===== config.mk =====
export PLATFORM = sky130hd
export DESIGN_NAME = npu_dot_mac
export DESIGN_NICKNAME = d
export VERILOG_FILES = /design/src/rtl/npu_dot_mac.sv
export SDC_FILE = /design/constraint.sdc
export NUM_CORES = 1
export LEC_CHECK = 0
export CELL_PAD_IN_SITES_DETAIL_PLACEMENT = 1
export CELL_PAD_IN_SITES_GLOBAL_PLACEMENT = 2
export CORE_AREA = 2 2 239 241
export CTS_BUF_LIST = sky130_fd_sc_hd__clkbuf_16
export CTS_CLUSTER_DIAMETER = 40
export CTS_CLUSTER_SIZE = 16
export DETAILED_ROUTE_END_ITERATION = 12
export DIE_AREA = 0 0 241 243
export GPL_TIMING_DRIVEN = 1
export PLACE_DENSITY_LB_ADDON = 0.1
export SLEW_MARGIN = 10
export SYNTH_ARGS = -nofsm -noshare
export SYNTH_HDL_FRONTEND = slang
export SYNTH_SLANG_ARGS = --single-unit

===== constraint.sdc =====
create_clock -name clk -period 7.8 [get_ports clk]
set_input_delay 1.56 -clock clk [delete_from_list [all_inputs] [get_ports clk]]
set_output_delay 1.56 -clock clk [all_outputs]
set_load 0.05 [all_outputs]

===== src/rtl/npu_dot_mac.sv =====
// Pipelined signed dot-product MAC: LANES products per beat, multi-beat accumulation,
// then round-half-up, arithmetic right shift and saturation to OUT_W bits.
module npu_dot_mac #(
  parameter int DATA_W  = 8,
  parameter int LANES   = 4,
  parameter int ACC_W   = 32,
  parameter int OUT_W   = 16,
  parameter int SHIFT_W = 5
) (
  input  logic                    clk,
  input  logic                    reset,
  input  logic                    ce,
  input  logic                    in_valid,
  output logic                    in_ready,
  input  logic [LANES*DATA_W-1:0] in_a,
  input  logic [LANES*DATA_W-1:0] in_b,
  input  logic                    in_first,
  input  logic                    in_last,
  input  logic [SHIFT_W-1:0]      in_shift,
  output logic                    out_valid,
  input  logic                    out_ready,
  output logic [OUT_W-1:0]        out_data,
  output logic                    out_sat
);

  localparam int PROD_W = 2 * DATA_W;
  localparam logic signed [ACC_W:0] SAT_MAX = {{(ACC_W-OUT_W+2){1'b0}}, {(OUT_W-1){1'b1}}};
  localparam logic signed [ACC_W:0] SAT_MIN = {{(ACC_W-OUT_W+2){1'b1}}, {(OUT_W-1){1'b0}}};
  localparam logic signed [ACC_W:0] ONE     = {{ACC_W{1'b0}}, 1'b1};

  logic stall;

  logic                     p_valid_q, p_valid_d;
  logic                     p_first_q, p_first_d;
  logic                     p_last_q,  p_last_d;
  logic [SHIFT_W-1:0]       p_shift_q, p_shift_d;
  logic signed [PROD_W-1:0] p_prod_q [LANES];
  logic signed [PROD_W-1:0] p_prod_d [LANES];

  logic                     s_valid_q, s_valid_d;
  logic                     s_first_q, s_first_d;
  logic                     s_last_q,  s_last_d;
  logic [SHIFT_W-1:0]       s_shift_q, s_shift_d;
  logic signed [ACC_W-1:0]  s_sum_q,   s_sum_d;

  logic [ACC_W-1:0]         acc_q,       acc_d;
  logic                     out_valid_q, out_valid_d;
  logic [OUT_W-1:0]         out_data_q,  out_data_d;
  logic                     out_sat_q,   out_sat_d;

  logic [ACC_W-1:0]         next_acc;
  logic signed [ACC_W:0]    ext_acc;
  logic signed [ACC_W:0]    bias;
  logic signed [ACC_W:0]    rounded;
  logic [OUT_W-1:0]         clamped;
  logic                     clamp_hit;
  logic signed [PROD_W-1:0] a_ext;
  logic signed [PROD_W-1:0] b_ext;

  // A held result with no consumer freezes the whole pipeline, like ce=0.
  always_comb begin
    stall    = !ce || (out_valid_q && !out_ready);
    in_ready = !reset && !stall;
  end

  always_comb begin
    p_valid_d = p_valid_q;
    p_first_d = p_first_q;
    p_last_d  = p_last_q;
    p_shift_d = p_shift_q;
    p_prod_d  = p_prod_q;
    a_ext     = '0;
    b_ext     = '0;
    if (!stall) begin
      p_valid_d = in_valid && in_ready;
      p_first_d = in_first;
      p_last_d  = in_last;
      p_shift_d = in_shift;
      for (int i = 0; i < LANES; i++) begin
        a_ext       = PROD_W'($signed(in_a[i*DATA_W +: DATA_W]));
        b_ext       = PROD_W'($signed(in_b[i*DATA_W +: DATA_W]));
        p_prod_d[i] = a_ext * b_ext;
      end
    end
  end

  always_comb begin
    s_valid_d = s_valid_q;
    s_first_d = s_first_q;
    s_last_d  = s_last_q;
    s_shift_d = s_shift_q;
    s_sum_d   = s_sum_q;
    if (!stall) begin
      s_valid_d = p_valid_q;
      s_first_d = p_first_q;
      s_last_d  = p_last_q;
      s_shift_d = p_shift_q;
      s_sum_d   = '0;
      for (int i = 0; i < LANES; i++) begin
        s_sum_d = s_sum_d + ACC_W'(p_prod_q[i]);
      end
    end
  end

  // One extra bit of headroom keeps the rounding bias from overflowing.
  always_comb begin
    next_acc  = (s_first_q ? '0 : acc_q) + s_sum_q;
    ext_acc   = {next_acc[ACC_W-1], next_acc};
    bias      = (s_shift_q == '0) ? '0 : (ONE << (s_shift_q - SHIFT_W'(1)));
    rounded   = (ext_acc + bias) >>> s_shift_q;
    clamped   = rounded[OUT_W-1:0];
    clamp_hit = 1'b0;
    if (rounded > SAT_MAX) begin
      clamped   = SAT_MAX[OUT_W-1:0];
      clamp_hit = 1'b1;
    end else if (rounded < SAT_MIN) begin
      clamped   = SAT_MIN[OUT_W-1:0];
      clamp_hit = 1'b1;
    end
  end

  always_comb begin
    acc_d       = acc_q;
    out_valid_d = out_valid_q;
    out_data_d  = out_data_q;
    out_sat_d   = out_sat_q;
    if (!stall) begin
      out_valid_d = s_valid_q && s_last_q;
      if (s_valid_q) begin
        acc_d = s_last_q ? '0 : next_acc;
      end
      if (s_valid_q && s_last_q) begin
        out_data_d = clamped;
        out_sat_d  = clamp_hit;
      end
    end
  end

  always_ff @(posedge clk) begin
    if (reset) begin
      p_valid_q   <= 1'b0;
      p_first_q   <= 1'b0;
      p_last_q    <= 1'b0;
      p_shift_q   <= '0;
      for (int i = 0; i < LANES; i++) begin
        p_prod_q[i] <= '0;
      end
      s_valid_q   <= 1'b0;
      s_first_q   <= 1'b0;
      s_last_q    <= 1'b0;
      s_shift_q   <= '0;
      s_sum_q     <= '0;
      acc_q       <= '0;
      out_valid_q <= 1'b0;
      out_data_q  <= '0;
      out_sat_q   <= 1'b0;
    end else begin
      p_valid_q   <= p_valid_d;
      p_first_q   <= p_first_d;
      p_last_q    <= p_last_d;
      p_shift_q   <= p_shift_d;
      p_prod_q    <= p_prod_d;
      s_valid_q   <= s_valid_d;
      s_first_q   <= s_first_d;
      s_last_q    <= s_last_d;
      s_shift_q   <= s_shift_d;
      s_sum_q     <= s_sum_d;
      acc_q       <= acc_d;
      out_valid_q <= out_valid_d;
      out_data_q  <= out_data_d;
      out_sat_q   <= out_sat_d;
    end
  end

  assign out_valid = out_valid_q;
  assign out_data  = out_data_q;
  assign out_sat   = out_sat_q;

endmodule


Word-level counts from Yosys, hierarchy flattened
Index checks and enable logic that the tools add are counted.
W data, S select, Z words.
{"block": "word_totals", "inputBits": 76, "out_inout_bits": 19, "reg_bits": 162}
{"block": "classes", "add_sub_neg": 6, "n_reduce_logical": 12, "n_lt_le_gt_ge": 2, "n_mul": 4, "n_mux": 7, "n_bitwise": 1, "shifts": 2}
{"cell": "$mul A8 B8 Y16", "n": 4}
{"cell": "$mux W32", "n": 2}
{"cell": "$add A32 B33 Y33", "n": 1}
{"cell": "$gt A33 B16 Y1 const B", "n": 1}
{"cell": "$lt A33 B16 Y1 const B", "n": 1}
{"cell": "$mux W33", "n": 1}
{"cell": "$shl A1 B5 Y33 const A", "n": 1}
{"cell": "$sshr A33 B5 Y33", "n": 1}
{"cell": "$add A32 B32 Y32", "n": 1}
{"cell": "$mux W16", "n": 2}
{"cell": "$add A18 B16 Y19", "n": 1}
{"cell": "$add A17 B16 Y18", "n": 1}
{"cell": "$add A16 B16 Y17", "n": 1}
{"cell": "$logic_not A5 Y1", "n": 1}
{"cell": "$sub A5 B1 Y5 const B", "n": 1}
{"cell": "$logic_and A1 B1 Y1", "n": 4}
{"cell": "$logic_not A1 Y1", "n": 4}
{"cell": "$reduce_and A2 Y1", "n": 2}
{"cell": "$mux W1", "n": 2}
{"cell": "$logic_or A1 B1 Y1", "n": 1}
{"cell": "$not A1 Y1", "n": 1}

Depth between registers and ports, before layout
{"block": "logic_depth", "depth_word": 8, "ltp_mapped": 33}

Worst setup path after synthesis
OpenSTA, ideal clock, no wires.
{"block": "synth_path", "path_type": "register -> register", "startpoint": "register s_first_q", "endpoint": "register out_data_q[14], in the netlist out_data[14]", "slack_ps": 638, "stages_incl_launch_ff": 33, "synth_period_minus_slack_ps": 7162, "t_arrival_ps": 7034, "cell_sequence": "dfxtp_1 > clkbuf_1 > nor2b_1 > ha_1 > fa_1 > a21o_1 > a21o_1 > a211oi_1 > o211ai_1 > a31o_2 > nand2_1 > a21boi_0 > o41a_1 > a221o_1 > a21o_1 > a21oi_1 > xnor2_1 > ha_1 > clkbuf_1 > and3_1 > a211oi_1 > nor3_1 > a21oi_1 > and2_1 > a211o_1 > o221ai_1 > a21oi_2 > nand3_1 > o311a_1 > or4_1 > o21a_1 > buf_4 > o2bb2ai_1"}
{"block": "synth_between", "elab_chain_cells": 7, "word_cells_on_any_way": 8, "cone_classes": "2 x add/sub; 2 x order compare; 1 x shift; 3 x mux"}
{"element": "start, declared", "line_no": "41", "rtl": "logic s_first_q, s_first_d;"}
{"element": "start signal, assigned", "line_no": "164", "rtl": "s_first_q <= s_first_d;"}
{"element": "$mux W32 (*)", "line_no": "107", "rtl": "next_acc = (s_first_q ? '0 : acc_q) + s_sum_q;"}
{"element": "$add A32 B32 Y32 (*)", "line_no": "107"}
{"element": "$add A32 B33 Y33 (*)", "line_no": "110", "rtl": "rounded = (ext_acc + bias) >>> s_shift_q;"}
{"element": "$sshr A33 B5 Y33 (*)", "line_no": "110"}
{"element": "$lt A33 B16 Y1", "line_no": "116", "rtl": "end else if (rounded < SAT_MIN) begin"}
{"element": "$mux W16", "line_no": "116"}
{"element": "$mux W16 (*)", "line_no": "113", "rtl": "if (rounded > SAT_MAX) begin"}
{"element": "end signal, assigned", "line_no": "170", "rtl": "out_data_q <= out_data_d;"}
{"element": "end, declared", "line_no": "48", "rtl": "logic [OUT_W-1:0] out_data_q, out_data_d;"}
Mark *: on every way between the ends. The rest lies on a longest branch, timed or not.
A chain may end at the register's enable or synchronous reset.

Worst setup path in the final report
{"block": "layout_path", "startpoint": "register acc_q[0]", "endpoint": "register out_data_q[0], in the netlist out_data[0]"}
{"block": "layout_between", "elab_chain_cells": 7, "word_cells_on_any_way": 8, "cone_classes": "2 x add/sub; 2 x order compare; 1 x shift; 3 x mux"}
{"element": "start, declared", "line_no": "46", "rtl": "logic [ACC_W-1:0] acc_q, acc_d;"}
{"element": "start signal, assigned", "line_no": "153", "rtl": "acc_q <= '0;"}
{"element": "start signal, assigned", "line_no": "168", "rtl": "acc_q <= acc_d;"}
{"element": "$mux W32 (*)", "line_no": "107"}
{"element": "$add A32 B32 Y32 (*)", "line_no": "107"}
{"element": "$add A32 B33 Y33 (*)", "line_no": "110"}
{"element": "$sshr A33 B5 Y33 (*)", "line_no": "110"}
{"element": "$lt A33 B16 Y1", "line_no": "116"}
{"element": "$mux W16", "line_no": "116"}
{"element": "$mux W16 (*)", "line_no": "113"}
Marked as above.

==> flow_metrics.py <==
metrics = {
    "run_status": {
        "status": "completed",
    },
    "floorplan": {
        "die_y_um": 243,
        "ios": 95,
        "rows": 87,
        "die_w_um": 241,
        "dieArea_sq_um": 58600,
        "coreArea_sq_um": 56000,
        "initial_core_util_pct": 38.8,
    },
    "power_and_ir_drop": {
        "power_density_nw_per_um2": 253,
        "finalPower_w": 0.00613,
        "leakagePower_nw": 11.0,
        "peakVddDrop_uv": 179,
    },
    "drt": {
        "routed_wirelength_um": 64200,
        "drc": 0,
        "drt_iter0_markers": 702,
        "viasPerCell": 5.31,
        "num_vias": 18400,
        "drt-pass1-iter-count": 5,
        "wl_per_cell_um": 18.6,
        "drtAntennaViolNets": 0,
    },
    "clock_tree": {
        "clock_latency_ps": 470,
        "hold_buffers": 0,
        "cts_sinks": 149,
        "clk_path_buf_depth": 2,
        "cts_tree": "yes",
        "numCtsBuffers": 17,
        "cts-root-buf": "clkbuf_16",
        "h-tree-depth": 4,
        "cts.clk_slew.worst_paths_ps": 70,
    },
    "layout": {
        "fin_nets": 3219,
        "layout-drive-gt1-share_pct": 5.21,
        "area_delta_synth_final_pct": 11.6,
        "antenna_cells": 0,
        "n_fill_cell": 6791,
        "final_area_sq_um": 24200,
    },
    "yosys": {
        "ys_seq_area_share_pct": 13.8,
        "ys_warn_count": 0,
        "synth_edf_count": 0,
        "synth.most_common_cell": "nand2_1",
        "ys_ff_latch": 149,
        "ys_async_sr_fraction_pct": 0,
        "synth_area_sq_um": 21700,
        "postSynthNetCount": 3165,
        "synth_cell_types": 92,
        "syn_inst": 2637,
        "synth.area.top_cells": "fa_1, dfxtp_1, ha_1",
        "yosys.area.top_type_share_pct": 23.5,
        "ys.flop_type": "dfxtp_1",
        "synth_top_cells_by_count": "nand2_1, inv_1, fa_1, a21oi_1, ha_1",
        "synth_area_leader_cell": "fa_1",
        "syn_avg_cell_area_sq_um": 8.23,
    },
    "setup_path": {
        "cp_common_cell": "a21o_1",
        "cp_max_fo": 14,
        "max_stage_delay_ps": 450,
        "cpMaxStageDelayCell": "or4_1",
        "startpoint": "acc_q[0]",
        "path_class": "flip-flop to flip-flop",
        "critPathLaunchType": "flip-flop",
        "reg2reg_from": "acc_q[0]",
        "cp_data_arrival_time_ps": 7820,
        "crit_required_ps": 8150,
        "cp-end-kind": "flip-flop",
    },
    "timing": {
        "fin_worst_skew_ps": 14.7,
        "tns_ps": 0,
        "tightest_slew_ps": 897,
        "slew_violations": 0,
        "min_period_ps": 7470,
        "finalSetupViolCount": 0,
        "fin_crit_sh_pct": 95.8,
        "hold_viol_final": 0,
        "fmax_mhz": 134,
        "slew_headroom_pct": 40.2,
    },
    "grt": {
        "antenna_found_initial": 1,
        "use_met1_pct": 29.2,
        "grt_max_degree": 103,
        "met2_usage_pct": 40.7,
        "grt_pass1_wl_um": 106000,
        "overflow": 0,
        "first_global_vias": 20000,
        "grt_util_met3_pct": 2.12,
        "grt_busiest_layer": "met2",
        "grt.total_usage_pct": 22.8,
    },
    "flow_run": {
        "maxCapViolCount": 0,
    },
    "placed_design": {
        "hpwl_um": 52300,
        "portBuffers": 94,
        "place_area_sq_um": 23500,
        "gp_congestion": 0.897,
    },
    "min_path": {
        "worstHoldStart": "p_shift_q[2]",
        "min_path_type": "flip-flop to flip-flop",
    },
}
final timing paths:
path | end | slack, ps | cells past startpoint
hold reg to reg | s_shift_q[2] | 450 | 2
setup / recovery | out_data[0] | 330 | 32
hold / removal | s_shift_q[2] | 450 | 2
setup reg to reg | out_data[0] | 330 | 32
worst max-delay path: cells and delay by family (launching register included):
kind | cells | cell delay [ps]
AO/OA/AOI/OAI | 20 | 4320
XOR/XNOR | 2 | 340
adder cells (fa/ha/maj) | 3 | 900
buffers and inverters | 2 | 380
flip-flops | 1 | 310
AND/OR/NAND/NOR | 5 | 1090
area by class of cell:
cell class / instances / area (sq um) / share of cell area [%]
well taps: 756 / 946 / 3.91
repair buffers: 138 / 1300 / 5.36
inverters: 284 / 1070 / 4.40
multi-input cells: 2101 / 17300 / 71.6
clock inverters: 15 / 156 / 0.646
clock buffers: 17 / 425 / 1.76
flip-flops and latches: 149 / 2990 / 12.3
timing repair:
action                                  CTS  global route
endpoints found under the setup margin   16            16
buffers inserted                          0             8
pin swaps                                 0             6
gates resized for setup                   4            14
through the flow:
step	hold WS [ps]	util, %	instances	setup WS [ps]
6_report	451	43.3	3460	330
4_1_cts	453	43.0	3452	57.5
3_3_place_gp	441	42.0	3420	28.0
2_1_floorplan	432	-	2637	638
5_1_grt	486	43.3	3460	-59.3
3_5_place_dp	449	42.0	3420	-155
per-layer routing:
layer	vias up	wire (um)
met1	9244	28900
met4	2	1270
met3	61	1200
met2	186	32800
met5	-	13
li1	8894	-
logic make-up (layout without fill, tap and decap cells):
logic type,Yosys count,count (layout),share of synthesized area (%)
flops,149,149,13.8
fa+ha+maj,452,452,34.9
compound gates,562,562,17.2
xor+xnor,130,130,5.32
simple gates,910,910,19.8
buf+inv,387,454,6.81
other cells,1,1,0.0173
mux,46,46,2.27
power breakdown:
part | total [W] | internal [W] | switching (W) | leakage (nW)
Combinational | 0.00430 | 0.00188 | 0.00242 | 9.54
Clock | 0.000831 | 0.000428 | 0.000403 | 0.292
Sequential | 0.000995 | 0.000881 | 0.000114 | 1.22
Total | 0.00613 | 0.00319 | 0.00294 | 11.0
state kept, by name (all words and copies together) (netlist names):
register   flops
out_data      16
out_valid      1
p_prod_q      64
s_shift_q      5
p_valid_q      1
p_first_q      1
s_first_q      1
acc_q         32
s_last_q       1
p_shift_q      5
p_last_q       1
out_sat        1
s_sum_q       19
s_valid_q      1
cell usage in the layout (no fill, tap or decap), drive strengths merged, types with 38 or more instances in the layout:
| master | count |
|---|---|
| a211oi | 43 |
| a21o | 38 |
| a21oi | 213 |
| and2 | 165 |
| buf | 45 |
| clkdlybuf4s50 | 93 |
| dfxtp | 149 |
| fa | 255 |
| ha | 197 |
| inv | 293 |
| nand2 | 353 |
| nor2 | 193 |
| nor2b | 46 |
| o21ai | 79 |
| xnor2 | 93 |
No activity file was read; power rests on OpenSTA's default activity.
